===== config.mk =====
export PLATFORM = sky130hd
export DESIGN_NAME = control_sequencer_flat
export DESIGN_NICKNAME = d
export VERILOG_FILES = /design/src/rtl/cpu_ctrl_pkg.sv /design/src/rtl/control_sequencer_if.sv /design/src/rtl/reg_decode4to16.sv /design/src/rtl/control_sequencer.sv /design/src/flat_wrapper.sv
export SDC_FILE = /design/constraint.sdc
export NUM_CORES = 1
export LEC_CHECK = 0
export BUFFER_PORTS_ARGS = -buffer_cell sky130_fd_sc_hd__buf_2
export CAP_MARGIN = 20
export CORE_MARGIN = 2
export CORE_UTILIZATION = 38
export DETAILED_ROUTE_END_ITERATION = 7
export GPL_TIMING_DRIVEN = 0
export PLACE_DENSITY = 0.89
export SLEW_MARGIN = 20
export SYNTH_ARGS = -nofsm -noshare
export SYNTH_HDL_FRONTEND = slang
export SYNTH_SLANG_ARGS = --single-unit

===== constraint.sdc =====
create_clock -name clk -period 2.25 [get_ports clk]
set_input_delay 0.45 -clock clk [delete_from_list [all_inputs] [get_ports clk]]
set_output_delay 0.45 -clock clk [all_outputs]
set_load 0.02 [all_outputs]

===== src/rtl/cpu_ctrl_pkg.sv =====
// Shared types and encodings for the hardwired CPU control sequencer:
// FSM states, opcode map, ALU operation codes and IR field positions.
package cpu_ctrl_pkg;

   typedef enum logic [3:0] {
      ST_IDLE,
      ST_T0,
      ST_T1,
      ST_T1W,
      ST_T2,
      ST_T3,
      ST_T4,
      ST_T5,
      ST_T6,
      ST_HALT
   } state_t;

   // Instruction families that share an execute sequence.
   typedef enum logic [2:0] {
      CLS_BINARY,
      CLS_MULDIV,
      CLS_UNARY,
      CLS_NOP,
      CLS_HALT,
      CLS_ILLEGAL
   } op_class_t;

   localparam logic [4:0] OP_ADD  = 5'b00000;
   localparam logic [4:0] OP_SUB  = 5'b00001;
   localparam logic [4:0] OP_AND  = 5'b00010;
   localparam logic [4:0] OP_OR   = 5'b00011;
   localparam logic [4:0] OP_SHR  = 5'b00100;
   localparam logic [4:0] OP_SHL  = 5'b00101;
   localparam logic [4:0] OP_ROR  = 5'b00110;
   localparam logic [4:0] OP_ROL  = 5'b00111;
   localparam logic [4:0] OP_MUL  = 5'b01000;
   localparam logic [4:0] OP_DIV  = 5'b01001;
   localparam logic [4:0] OP_NEG  = 5'b01010;
   localparam logic [4:0] OP_NOT  = 5'b01011;
   localparam logic [4:0] OP_NOP  = 5'b01100;
   localparam logic [4:0] OP_HALT = 5'b01101;

   localparam logic [31:0] ALU_ADD   = 32'h0000_0001;
   localparam logic [31:0] ALU_SUB   = 32'h0000_0002;
   localparam logic [31:0] ALU_AND   = 32'h0000_0003;
   localparam logic [31:0] ALU_OR    = 32'h0000_0004;
   localparam logic [31:0] ALU_SHR   = 32'h0000_0005;
   localparam logic [31:0] ALU_SHL   = 32'h0000_0006;
   localparam logic [31:0] ALU_ROR   = 32'h0000_0007;
   localparam logic [31:0] ALU_ROL   = 32'h0000_0008;
   localparam logic [31:0] ALU_MUL   = 32'h0000_0009;
   localparam logic [31:0] ALU_DIV   = 32'h0000_000A;
   localparam logic [31:0] ALU_INCPC = 32'h0000_000F;
   localparam logic [31:0] ALU_NEG   = 32'h8000_0000;
   localparam logic [31:0] ALU_NOT   = 32'h9000_0000;

   localparam int OPC_MSB = 31;
   localparam int OPC_LSB = 27;
   localparam int RA_MSB  = 26;
   localparam int RA_LSB  = 23;
   localparam int RB_MSB  = 22;
   localparam int RB_LSB  = 19;
   localparam int RC_MSB  = 18;
   localparam int RC_LSB  = 15;

   function automatic op_class_t op_class(input logic [4:0] opcode);
      op_class_t cls;
      case (opcode)
         OP_ADD, OP_SUB, OP_AND, OP_OR,
         OP_SHR, OP_SHL, OP_ROR, OP_ROL: cls = CLS_BINARY;
         OP_MUL, OP_DIV:                 cls = CLS_MULDIV;
         OP_NEG, OP_NOT:                 cls = CLS_UNARY;
         OP_NOP:                         cls = CLS_NOP;
         OP_HALT:                        cls = CLS_HALT;
         default:                        cls = CLS_ILLEGAL;
      endcase
      return cls;
   endfunction

   function automatic logic [31:0] alu_code(input logic [4:0] opcode);
      logic [31:0] code;
      case (opcode)
         OP_ADD:  code = ALU_ADD;
         OP_SUB:  code = ALU_SUB;
         OP_AND:  code = ALU_AND;
         OP_OR:   code = ALU_OR;
         OP_SHR:  code = ALU_SHR;
         OP_SHL:  code = ALU_SHL;
         OP_ROR:  code = ALU_ROR;
         OP_ROL:  code = ALU_ROL;
         OP_MUL:  code = ALU_MUL;
         OP_DIV:  code = ALU_DIV;
         OP_NEG:  code = ALU_NEG;
         OP_NOT:  code = ALU_NOT;
         default: code = '0;
      endcase
      return code;
   endfunction

endpackage


===== src/rtl/control_sequencer_if.sv =====
// Control bundle between the sequencer (master) and the 32-bit datapath (slave):
// IR and memory-ready come back from the datapath, every enable/select goes out.
interface control_sequencer_if;
   logic [31:0] ir;
   logic        mem_ready;
   logic [15:0] Rin;
   logic [15:0] Rout;
   logic        Pen;
   logic        Pselect;
   logic        MARen;
   logic        MDRen;
   logic        MDRselect;
   logic        Read;
   logic        IRen;
   logic        Yen;
   logic        Zen;
   logic        Zhighselect;
   logic        zlowselect;
   logic        HIen;
   logic        LOen;
   logic [31:0] alu_control;

   modport master (
      input  ir, mem_ready,
      output Rin, Rout, Pen, Pselect, MARen, MDRen, MDRselect, Read, IRen,
             Yen, Zen, Zhighselect, zlowselect, HIen, LOen, alu_control
   );

   modport slave (
      output ir, mem_ready,
      input  Rin, Rout, Pen, Pselect, MARen, MDRen, MDRselect, Read, IRen,
             Yen, Zen, Zhighselect, zlowselect, HIen, LOen, alu_control
   );
endinterface


===== src/rtl/reg_decode4to16.sv =====
// One-hot decode of a 4-bit register index into R0..R15 enables; all-zero when
// not enabled so the register file sees no spurious strobe.
module reg_decode4to16 (
   input  logic [3:0]  sel,
   input  logic        en,
   output logic [15:0] onehot
);

   always_comb begin
      onehot = '0;
      if (en) onehot[sel] = 1'b1;
   end

endmodule


===== src/rtl/control_sequencer.sv =====
// Hardwired control unit: steps the datapath through fetch (T0..T2, with
// memory wait in T1W) and execute (T3..T6), one control step per clock.
module control_sequencer
   import cpu_ctrl_pkg::*;
(
   input  logic                clk,
   input  logic                clr,
   input  logic                run,
   control_sequencer_if.master bus,
   output logic                busy,
   output logic                done,
   output logic                halted,
   output logic                illegal
);

   state_t      state;
   state_t      next_state;
   state_t      boundary_state;
   logic [4:0]  opcode;
   logic [3:0]  ra;
   logic [3:0]  rb;
   logic [3:0]  rc;
   op_class_t   cls;
   logic        rin_en;
   logic        rout_en;
   logic [3:0]  rout_idx;
   logic [15:0] rin_onehot;
   logic [15:0] rout_onehot;
   logic        unused_ir_low;

   assign opcode        = bus.ir[OPC_MSB:OPC_LSB];
   assign ra            = bus.ir[RA_MSB:RA_LSB];
   assign rb            = bus.ir[RB_MSB:RB_LSB];
   assign rc            = bus.ir[RC_MSB:RC_LSB];
   assign unused_ir_low = ^bus.ir[RC_LSB-1:0];
   assign cls           = op_class(opcode);

   // run is only consulted at an instruction boundary.
   assign boundary_state = run ? ST_T0 : ST_IDLE;

   assign busy = (state != ST_IDLE) && (state != ST_HALT);

   // NOTE: state registers use non-blocking assignments so every flop samples
   // the pre-edge values and updates together.
   always_ff @(posedge clk or negedge clr) begin
      if (!clr) state <= ST_IDLE;
      else      state <= next_state;
   end

   always_ff @(posedge clk or negedge clr) begin
      if (!clr) begin
         halted  <= 1'b0;
         illegal <= 1'b0;
      end else if (state == ST_T2) begin
         if (cls == CLS_HALT) halted <= 1'b1;
         if (cls == CLS_ILLEGAL) begin
            halted  <= 1'b1;
            illegal <= 1'b1;
         end
      end
   end

   // NOTE: every signal written here gets a default first, so no path through
   // the case statements can leave it unassigned and infer a latch.
   always_comb begin
      next_state          = state;
      rin_en              = 1'b0;
      rout_en             = 1'b0;
      rout_idx            = rb;
      done                = 1'b0;
      bus.Pen             = 1'b0;
      bus.Pselect         = 1'b0;
      bus.MARen           = 1'b0;
      bus.MDRen           = 1'b0;
      bus.MDRselect       = 1'b0;
      bus.Read            = 1'b0;
      bus.IRen            = 1'b0;
      bus.Yen             = 1'b0;
      bus.Zen             = 1'b0;
      bus.Zhighselect     = 1'b0;
      bus.zlowselect      = 1'b0;
      bus.HIen            = 1'b0;
      bus.LOen            = 1'b0;
      bus.alu_control     = '0;

      case (state)
         ST_IDLE: begin
            if (run && !halted) next_state = ST_T0;
         end
         ST_T0: begin
            bus.Pselect     = 1'b1;
            bus.MARen       = 1'b1;
            bus.Zen         = 1'b1;
            bus.alu_control = ALU_INCPC;
            next_state      = ST_T1;
         end
         ST_T1: begin
            bus.zlowselect  = 1'b1;
            bus.Pen         = 1'b1;
            bus.Read        = 1'b1;
            bus.MDRen       = 1'b1;
            next_state      = bus.mem_ready ? ST_T2 : ST_T1W;
         end
         ST_T1W: begin
            bus.Read        = 1'b1;
            bus.MDRen       = 1'b1;
            if (bus.mem_ready) next_state = ST_T2;
         end
         ST_T2: begin
            bus.MDRselect   = 1'b1;
            bus.IRen        = 1'b1;
            case (cls)
               CLS_NOP: begin
                  done       = 1'b1;
                  next_state = boundary_state;
               end
               CLS_HALT, CLS_ILLEGAL: next_state = ST_HALT;
               default:               next_state = ST_T3;
            endcase
         end
         ST_T3: begin
            // Unary ops compute straight from the bus; binary ops latch Y first.
            rout_en  = 1'b1;
            rout_idx = rb;
            if (cls == CLS_UNARY) begin
               bus.alu_control = alu_code(opcode);
               bus.Zen         = 1'b1;
            end else begin
               bus.Yen         = 1'b1;
            end
            next_state = ST_T4;
         end
         ST_T4: begin
            if (cls == CLS_UNARY) begin
               bus.zlowselect = 1'b1;
               rin_en         = 1'b1;
               done           = 1'b1;
               next_state     = boundary_state;
            end else begin
               rout_en         = 1'b1;
               rout_idx        = rc;
               bus.alu_control = alu_code(opcode);
               bus.Zen         = 1'b1;
               next_state      = ST_T5;
            end
         end
         ST_T5: begin
            bus.zlowselect = 1'b1;
            if (cls == CLS_MULDIV) begin
               bus.LOen   = 1'b1;
               next_state = ST_T6;
            end else begin
               rin_en     = 1'b1;
               done       = 1'b1;
               next_state = boundary_state;
            end
         end
         ST_T6: begin
            bus.Zhighselect = 1'b1;
            bus.HIen        = 1'b1;
            done            = 1'b1;
            next_state      = boundary_state;
         end
         ST_HALT: begin
            next_state = ST_HALT;
         end
         default: begin
            next_state = ST_IDLE;
         end
      endcase
   end

   reg_decode4to16 u_rin_decode (
      .sel    (ra),
      .en     (rin_en),
      .onehot (rin_onehot)
   );

   reg_decode4to16 u_rout_decode (
      .sel    (rout_idx),
      .en     (rout_en),
      .onehot (rout_onehot)
   );

   assign bus.Rin  = rin_onehot;
   assign bus.Rout = rout_onehot;

endmodule


===== src/flat_wrapper.sv =====
// flat-port wrapper written by rule: the top's interface ports become plain ports
module control_sequencer_flat import cpu_ctrl_pkg::*;
  (clk, clr, run, busy, done, halted, illegal, bus_ir, bus_mem_ready, bus_Rin, bus_Rout, bus_Pen, bus_Pselect, bus_MARen, bus_MDRen, bus_MDRselect, bus_Read, bus_IRen, bus_Yen, bus_Zen, bus_Zhighselect, bus_zlowselect, bus_HIen, bus_LOen, bus_alu_control);
  control_sequencer_if bus_i ();
  input  logic clk;
  input  logic clr;
  input  logic run;
  output logic busy;
  output logic done;
  output logic halted;
  output logic illegal;
  input wire logic [$bits(bus_i.ir)-1:0] bus_ir;
  input wire logic [$bits(bus_i.mem_ready)-1:0] bus_mem_ready;
  output wire logic [$bits(bus_i.Rin)-1:0] bus_Rin;
  output wire logic [$bits(bus_i.Rout)-1:0] bus_Rout;
  output wire logic [$bits(bus_i.Pen)-1:0] bus_Pen;
  output wire logic [$bits(bus_i.Pselect)-1:0] bus_Pselect;
  output wire logic [$bits(bus_i.MARen)-1:0] bus_MARen;
  output wire logic [$bits(bus_i.MDRen)-1:0] bus_MDRen;
  output wire logic [$bits(bus_i.MDRselect)-1:0] bus_MDRselect;
  output wire logic [$bits(bus_i.Read)-1:0] bus_Read;
  output wire logic [$bits(bus_i.IRen)-1:0] bus_IRen;
  output wire logic [$bits(bus_i.Yen)-1:0] bus_Yen;
  output wire logic [$bits(bus_i.Zen)-1:0] bus_Zen;
  output wire logic [$bits(bus_i.Zhighselect)-1:0] bus_Zhighselect;
  output wire logic [$bits(bus_i.zlowselect)-1:0] bus_zlowselect;
  output wire logic [$bits(bus_i.HIen)-1:0] bus_HIen;
  output wire logic [$bits(bus_i.LOen)-1:0] bus_LOen;
  output wire logic [$bits(bus_i.alu_control)-1:0] bus_alu_control;
  assign bus_i.ir = bus_ir;
  assign bus_i.mem_ready = bus_mem_ready;
  assign bus_Rin = bus_i.Rin;
  assign bus_Rout = bus_i.Rout;
  assign bus_Pen = bus_i.Pen;
  assign bus_Pselect = bus_i.Pselect;
  assign bus_MARen = bus_i.MARen;
  assign bus_MDRen = bus_i.MDRen;
  assign bus_MDRselect = bus_i.MDRselect;
  assign bus_Read = bus_i.Read;
  assign bus_IRen = bus_i.IRen;
  assign bus_Yen = bus_i.Yen;
  assign bus_Zen = bus_i.Zen;
  assign bus_Zhighselect = bus_i.Zhighselect;
  assign bus_zlowselect = bus_i.zlowselect;
  assign bus_HIen = bus_i.HIen;
  assign bus_LOen = bus_i.LOen;
  assign bus_alu_control = bus_i.alu_control;
  control_sequencer u_core (.clk(clk), .clr(clr), .run(run), .bus(bus_i), .busy(busy), .done(done), .halted(halted), .illegal(illegal));
endmodule

==> results of run 1 <==
## kinds of logic after synthesis
logic type | synth area share
multiplexers | 0.0478
flip-flops | 0.0940
adder cells (fa/ha/maj) | 0.0470
other | 0.00235
AO/OA/AOI/OAI | 0.217
buffers and inverters | 0.190
AND/OR/NAND/NOR | 0.402
## power groups by stage
| stage | sequential [mW] | combinational (mW) | clock, mW |
|---|---|---|---|
| 2_1_floorplan | 0.213 | 0.900 | 0 |
| 5_1_grt | 0.231 | 1.67 | 0.173 |
| 6_report | 0.227 | 1.57 | 0.165 |
| 3_3_place_gp | 0.207 | 1.19 | 0 |
| 3_5_place_dp | 0.209 | 1.21 | 0 |
| 4_1_cts | 0.211 | 1.40 | 0.164 |
## metal layers
layer | GRT usage | vias to the layer above | part of all wire
li1 | - | 1057 | -
met1 | 0.289 | 1105 | 0.33
met2 | 0.572 | 174 | 0.53
met3 | 0.0519 | 45 | 0.085
met4 | 0.140 | 0 | 0.059
met5 | 0 | - | 0
## area by class of cell
type	instances	area, sq um
multi-input combinational	195	1810
timing repair buffer	110	920
fill	224	696
buffer	42	310
sequential	6	153
tap	50	62.6
clock buffer	3	41.3
inverter	7	32.5
## sequential cells by signal, summed over array words and instances (netlist names)
name and cells:
u_core.halted 1, u_core.state 4, u_core.illegal 1
## worst min path at each step
stage / from / endpoint / depth (start not counted)
after floorplan: clr / u_core.halted / 0
after global placement: clr / u_core.halted / 1
after detailed placement: clr / u_core.halted / 1
after CTS: clr / u_core.state[3] / 1
after global routing: clr / u_core.state[1] / 1
final: clr / u_core.state[1] / 1
## synth_stat cells, drive strengths merged (2+ instances only)
master / instances
a21oi: 8
a22oi: 4
a2bb2oi: 2
a31oi: 4
a32o: 2
and2: 2
and4b: 2
buf: 35
clkbuf: 7
dfrtp: 6
ha: 6
inv: 7
mux2i: 5
nand2: 10
nand2b: 8
nand3: 11
nand3b: 2
nor2: 32
nor2b: 11
nor3: 6
nor4: 5
nor4b: 12
o21ai: 7
o221ai: 2
o31ai: 3
## what timing repair did
| item | in CTS | in global routing |
|---|---|---|
| buffers inserted | 25 | 10 |
| setup endpoints to repair | 42 | 45 |
| resized for setup | 113 | 36 |
| gates cloned | 4 | 0 |
| hold buffers | 0 | 0 |
| pin swaps | 21 | 17 |
==> flow_summary.toml, run 1 <==
[min_path]
hp-class = "input port to async pin"

[timing]
whs_ns = 0.0371
setup_viol = 44
slew_violations = 0
post-route-min-period_ns = 2.72
max_slew_margin = 0.584
period_share = 1.21
skew_ns = 0.00432
fin_setup_tns_ns = -15.29
worst_slack_ns = -0.471
hold_viol_final = 0
worst_slew_pin_slew_ns = 0.623
max_clock_freq_ghz = 0.367
grt_setup_unrepaired = "true"

[place]
port-buffer-count = 73
dp_slack_ns = -0.708
gp_congestion = 0.889
placed_area_sq_um = 2400
hpwl_mm = 3.87
place_inst = 372

[synth]
synth.avg_cell_area_sq_um = 7.13
synthTopCellsByArea = "buf_4 14%, dfrtp_1 9.4%, nor2_1 7.5%, nor4b_1 6.0%, ha_1 4.7%"
synth_edf_count = 0
synth_top_area_cell = "buf_4"
ys_seq_elements = 6
ys.flop_type = "dfrtp_1"
ys_async_sr_fraction = 1.00
yosys.area.top_type_share = 0.141
yosys_warnings = 0
synthCells = 224
syn_area_sq_um = 1600
yosysSeqAreaShare = 0.0940
ys_types = 57

[power]
p_switching_mw = 1.04
combPwrFrac = 0.800
sequentialPowerShare = 0.116
power_mw = 1.96
switching_share = 0.532
ir_worst_vdd_uv = 459
pwr-share-clk = 0.084
p_int_mw = 0.917
power_density_nw_per_um2 = 588
leakage_nw = 1.43

[job]
cap_violations = 0

[floorplan]
io-pin-count = 117
coreArea_sq_um = 4030
die_area_sq_um = 4740
start_util = 0.396
chipHeight_microns = 68.8
rows = 23
dieWidth_microns = 68.8

[worst_setup_path]
crit_type = "input port to output port"
reg2regPathDepth = 5
cp-end-kind = "output port"
crit_fanout = 7
crit_cells = 8
cp_slowest_cell = "mux2i_4"
rr_endpoint = "u_core.state[2]"
rr_startpoint = "u_core.state[2]"
cp_cell_sequence = "buf_8, clkinvlp_4, ha_4, nand3b_1, o221ai_4, mux2i_4, nor4b_4, buf_4"
start_kind = "input port"
reg2reg_slack_ns = 0.37
cpPeakStageDelay_ns = 0.42
crit_start = "bus_ir[28]"
required_ns = 1.80
crit_end = "bus_Rout[14]"
cp.arrival_ns = 2.27
crit_buf_inv = 3
path_delay_family = "simple AND/OR/NAND/NOR gates"

[routing]
drt-vias-per-instance = 5.77
finalWirelength_mm = 8.15
vias = 2381
drt_iter0_markers = 160
dr.pass1.iters = 4
wire_per_inst_microns = 19.7
drcViolationCount = 0
postRouteAntennaNets = 0

[global_route]
overflow = 0
grt_first_pass_wirelength_mm = 10.4
grt_use_total = 0.291
grt_pass1_vias = 2202
antenna_found_initial = 0
grt_max_degree = 11

[clock_tree]
cts-root-buf = "clkbuf_8"
cts_sinks = 6
cts_buffer_depth = 2
clkTransAtPathRegs_ns = 0.04
cts_tree = "built"
cts_buffers = 3
htreeDepth = 1
clock_latency_ns = 0.23

[run_status]
status = "finished with violations"
violations = "negative setup slack"

[final_layout]
drive_gt1_frac = 0.645
final_common_cell = "buf_4"
fin_cells = 413
layout_common_cells = "67 x buf_4, 36 x buf_2, 36 x buf_6"
antennaDiodeCount = 0
area.growth.synth_to_final_pct = 109
nets = 407
design_area_sq_um = 3330
fin_util = 0.827
(Power assumes the default switching activity.)
==> run 2: changes to the inputs <==
Settings changed: RECOVER_POWER set to 25.
==> flow_summary.toml, run 2 (synthesis gave the netlist of run 1 again) <==
[power]
power_density_nw_per_um2 = 588
ir_worst_vdd_uv = 459
pwr-share-clk = 0.084
leakage_nw = 1.43
p_switching_mw = 1.04
switching_share = 0.532
sequentialPowerShare = 0.116
p_int_mw = 0.917
combPwrFrac = 0.800

[timing]
setup_viol = 44
whs_ns = 0.0835
post-route-min-period_ns = 2.72
max_clock_freq_ghz = 0.367
skew_ns = 0.00432
grt_setup_unrepaired = "true"
hold_viol_final = 0
fin_setup_tns_ns = -15.29
worst_slack_ns = -0.471
period_share = 1.21
worst_slew_pin_slew_ns = 0.623
max_slew_margin = 0.584
slew_violations = 0

[routing]
postRouteAntennaNets = 0
vias = 2381
dr.pass1.iters = 4
wire_per_inst_microns = 19.7
drt-vias-per-instance = 5.77
drt_iter0_markers = 160
finalWirelength_mm = 8.15
drcViolationCount = 0

[run_status]
violations = "negative setup slack"
status = "finished with violations"

[global_route]
use_met2 = 0.572
use_met3 = 0.0519
grt_max_degree = 11
use_met1 = 0.289
grt_use_total = 0.291
overflow = 0
grt_pass1_vias = 2202
busiest_layer = "met2"
grt_first_pass_wirelength_mm = 10.4
antenna_found_initial = 0

[worst_setup_path]
required_ns = 1.80
crit_type = "input port to output port"
crit_fanout = 7
cp_slowest_cell = "mux2i_4"
start_kind = "input port"
cpPeakStageDelay_ns = 0.42
cp.arrival_ns = 2.27
cp_cell_sequence = "buf_8, clkinvlp_4, ha_4, nand3b_1, o221ai_4, mux2i_4, nor4b_4, buf_4"
cp-end-kind = "output port"

[clock_tree]
cts_buffers = 3
cts_tree = "built"
cts_sinks = 6
cts_hold_buf = 0
cts-root-buf = "clkbuf_8"
clkTransAtPathRegs_ns = 0.04
cts_buffer_depth = 2
clock_latency_ns = 0.23
htreeDepth = 1

[final_layout]
top_regs = "u_core.state: 4 flops, u_core.halted: 1 flops, u_core.illegal: 1 flops"
layout_common_cells = "67 x buf_4, 36 x buf_6, 35 x buf_2"
area.growth.synth_to_final_pct = 109
largest_reg_flops = 4
drive_gt1_frac = 0.642
fill_cells = 225
multiInputGateArea_sq_um = 1810
top_register = "u_core.state"
seqCellArea_sq_um = 153
design_area_sq_um = 3330
final_common_cell = "buf_4"
nets = 407
fin_util = 0.827
antennaDiodeCount = 0

[floorplan]
start_util = 0.396
chipHeight_microns = 68.8
coreArea_sq_um = 4030
io-pin-count = 117
die_area_sq_um = 4740
dieWidth_microns = 68.8
rows = 23

[min_path]
hp-class = "input port to async pin"

[job]
cap_violations = 0

[place]
gp_congestion = 0.889
placed_area_sq_um = 2400
port-buffer-count = 73
hpwl_mm = 3.87
==> run 2: cell types whose count changed in the layout (fill, tap and decap cells not counted) <==
cell | before | now
clkbuf_1 | 2 | 3
buf_2 | 36 | 35
==> run 2: what timing repair did <==
item	4_1_cts	5_1_grt
resized for setup	113	36
endpoints found under the setup margin	42	45
buffers inserted	25	10
cloned	4	0
pin swaps	21	17
==> run 2: layout make-up <==
cell class | count | area share
buffer | 42 | 0.0931
tap | 50 | 0.0188
multi-input combinational | 195 | 0.544
sequential | 6 | 0.0458
timing repair buffer | 110 | 0.276
clock buffer | 3 | 0.0124
inverter | 7 | 0.00976
==> run 2: power by group through the flow <==
stage,sequential (mW),combinational (mW),clock (mW)
2_1_floorplan,0.213,0.900,0
3_3_place_gp,0.207,1.19,0
3_5_place_dp,0.209,1.21,0
4_1_cts,0.211,1.40,0.164
5_1_grt,0.231,1.67,0.173
6_report,0.227,1.57,0.165
==> run 2: metal layers <==
metal  share of wire  up-vias  wire (microns)
li1                -     1057               -
met1            0.33     1105            2700
met2            0.53      174            4280
met3           0.085       45             690
met4           0.059        0             477
met5               0        -               0
==> run 2: worst max-delay path, delay by kind of cell <==
kind / cells / cell delay, ns
simple gates: 2 / 0.44
mux: 1 / 0.42
buf+inv: 3 / 0.41
compound gates: 1 / 0.39
fa+ha+maj: 1 / 0.15
==> run 2: worst paths after layout <==
| kind | depth (start not counted) | start | slack (ns) | endpoint |
|---|---|---|---|---|
| setup / recovery | 8 | bus_ir[28] | -0.47 | bus_Rout[14] |
| hold / removal | 1 | clr | 0.08 | u_core.state[1] |
| setup reg to reg | 5 | u_core.state[2] | 0.37 | u_core.state[2] |
| hold reg to reg | 1 | u_core.illegal | 0.49 | u_core.illegal |
| max in group asynchronous | 1 | clr | 1.91 | u_core.state[3] |
| min in group clk | 1 | u_core.illegal | 0.49 | u_core.illegal |
==> run 2: through the flow <==
stage                     total power [mW]  instances  setup slack [ns]
after floorplan                       1.11        249            -0.311
after global placement                1.40        372            -0.688
after detailed placement              1.42        372            -0.708
after CTS                             1.77        404            -0.402
after global routing                  2.08        413            -0.570
final                                 1.96        413            -0.471
==> run 3: changes to the inputs <==
Settings changed: CORE_ASPECT_RATIO set to 0.8, CORE_UTILIZATION 38 to 42, PLACE_DENSITY 0.89 to 0.93.
Clock period 2.25 ns to 2.9 ns, I/O delays scaled along.
==> flow_summary.toml, run 3 (synthesis gave the netlist of run 1 again) <==
[final_layout]
top_regs = "u_core.state: 4 flops, u_core.halted: 1 flops, u_core.illegal: 1 flops"
seqCellArea_sq_um = 150
drive_gt1_frac = 0.450
multiInputGateArea_sq_um = 1370
area.growth.synth_to_final_pct = 53.2
layout_common_cells = "66 x buf_2, 54 x buf_4, 32 x nor2_1"
top_register = "u_core.state"
antennaDiodeCount = 0
nets = 386
largest_reg_flops = 4
fill_cells = 314
final_common_cell = "buf_2"

[timing]
grt_setup_unrepaired = "true"
max_clock_freq_ghz = 0.346
worst_slack_ns = 0.00602
setup_viol = 0
hold_viol_final = 0
slew_violations = 0
worst_slew_pin_slew_ns = 0.544
post-route-min-period_ns = 2.89
skew_ns = 0.00621
period_share = 0.998
max_slew_margin = 0.636

[global_route]
antenna_found_initial = 0
grt_pass1_vias = 1706
grt_max_degree = 11
overflow = 0
grt_use_total = 0.221
grt_first_pass_wirelength_mm = 7.71

[power]
power_mw = 1.25
power_density_nw_per_um2 = 511
ir_worst_vdd_uv = 380
leakage_nw = 1.20

[floorplan]
rows = 20
start_util = 0.428
coreArea_sq_um = 3730
die_area_sq_um = 4310
dieWidth_microns = 72.9
chipHeight_microns = 59.1
io-pin-count = 117

[clock_tree]
cts_hold_buf = 0
clock_latency_ns = 0.22
cts_buffers = 3
cts_tree = "built"
cts_buffer_depth = 2
cts_sinks = 6
htreeDepth = 1
clkTransAtPathRegs_ns = 0.04
cts-root-buf = "clkbuf_8"

[worst_setup_path]
crit_start = "bus_ir[27]"
rr_startpoint = "u_core.state[2]"
cp-end-kind = "output port"
crit_type = "input port to output port"
cp.arrival_ns = 2.31
start_kind = "input port"
required_ns = 2.32
crit_fanout = 6

[routing]
drcViolationCount = 0
vias = 2046
drt_iter0_markers = 116
wire_per_inst_microns = 13.6
finalWirelength_mm = 5.23
drt-vias-per-instance = 5.30
dr.pass1.iters = 4
postRouteAntennaNets = 0

[min_path]
hp-class = "input port to async pin"

[job]
cap_violations = 0

[place]
gp_congestion = 0.937
hpwl_mm = 3.66
port-buffer-count = 73
dp_slack_ns = -0.458

[run_status]
status = "complete, no violations"
run 3: cell count changes in the layout (fill, tap and decap cells not counted), moves of 7 or more:
cell / delta
nor2_1: +17
buf_6: -34
nor4b_4: -7
buf_2: +31
nor2_4: -11
nand3_1: +10
buf_4: -13
run 3: repair_timing:
action                     4_1_cts  5_1_grt
pin swaps                        3        7
resized for setup               18       18
setup buffers                   12        5
setup endpoints to repair       33       26
run 3: through the flow:
stage | util | std cells | setup TNS (ns) | hold WS, ns | cell area, sq um
after CTS | 0.634 | 381 | 0 | 0.179 | 2360
after global routing | 0.656 | 386 | -0.175 | 0.250 | 2450
final | 0.656 | 386 | 0 | 0.233 | 2450
after global placement | 0.574 | 366 | -4.74 | 0.411 | 2140
after detailed placement | 0.574 | 366 | -6.17 | 0.415 | 2140
after floorplan | - | 249 | -0.404 | 0.284 | 1720
run 3: per-layer routing:
metal | GRT usage | vias to the layer above | share of wire
met5 | 0 | - | 0
li1 | - | 1003 | -
met4 | 0.0344 | 0 | 0
met2 | 0.391 | 125 | 0.49
met3 | 0.0357 | 0 | 0.095
met1 | 0.290 | 918 | 0.42
run 3: worst paths after layout:
path / end / slack (ns) / cells past startpoint
max: bus_Rout[1] / 0.006 / 9
min: u_core.state[3] / 0.23 / 1
max reg2reg: u_core.state[2] / 0.97 / 5
min reg2reg: u_core.illegal / 0.49 / 1
max in group asynchronous: u_core.state[0] / 2.41 / 1
min in group clk: u_core.illegal / 0.49 / 1
run 3: final cells by class:
| class | count | area share |
|---|---|---|
| plain buffers | 42 | 0.114 |
| clock buffers | 3 | 0.0169 |
| inverters | 7 | 0.0138 |
| multi-input cells | 194 | 0.560 |
| flip-flops and latches | 6 | 0.0614 |
| well taps | 44 | 0.0225 |
| repair buffers | 90 | 0.212 |
run 3: power breakdown:
| part | switching (mW) | internal (mW) | total (mW) |
|---|---|---|---|
| registers | 0.0427 | 0.119 | 0.162 |
| logic | 0.582 | 0.382 | 0.964 |
| clock network | 0.0356 | 0.0892 | 0.125 |
| total | 0.660 | 0.590 | 1.25 |
run 3: worst max-delay path, stage by stage:
cell      delay, ns
buf_4          0.15
inv_4          0.08
ha_4           0.17
nand3_4        0.09
o221ai_4       0.38
mux2_4         0.38
buf_4          0.15
nor2_1         0.15
buf_4          0.17
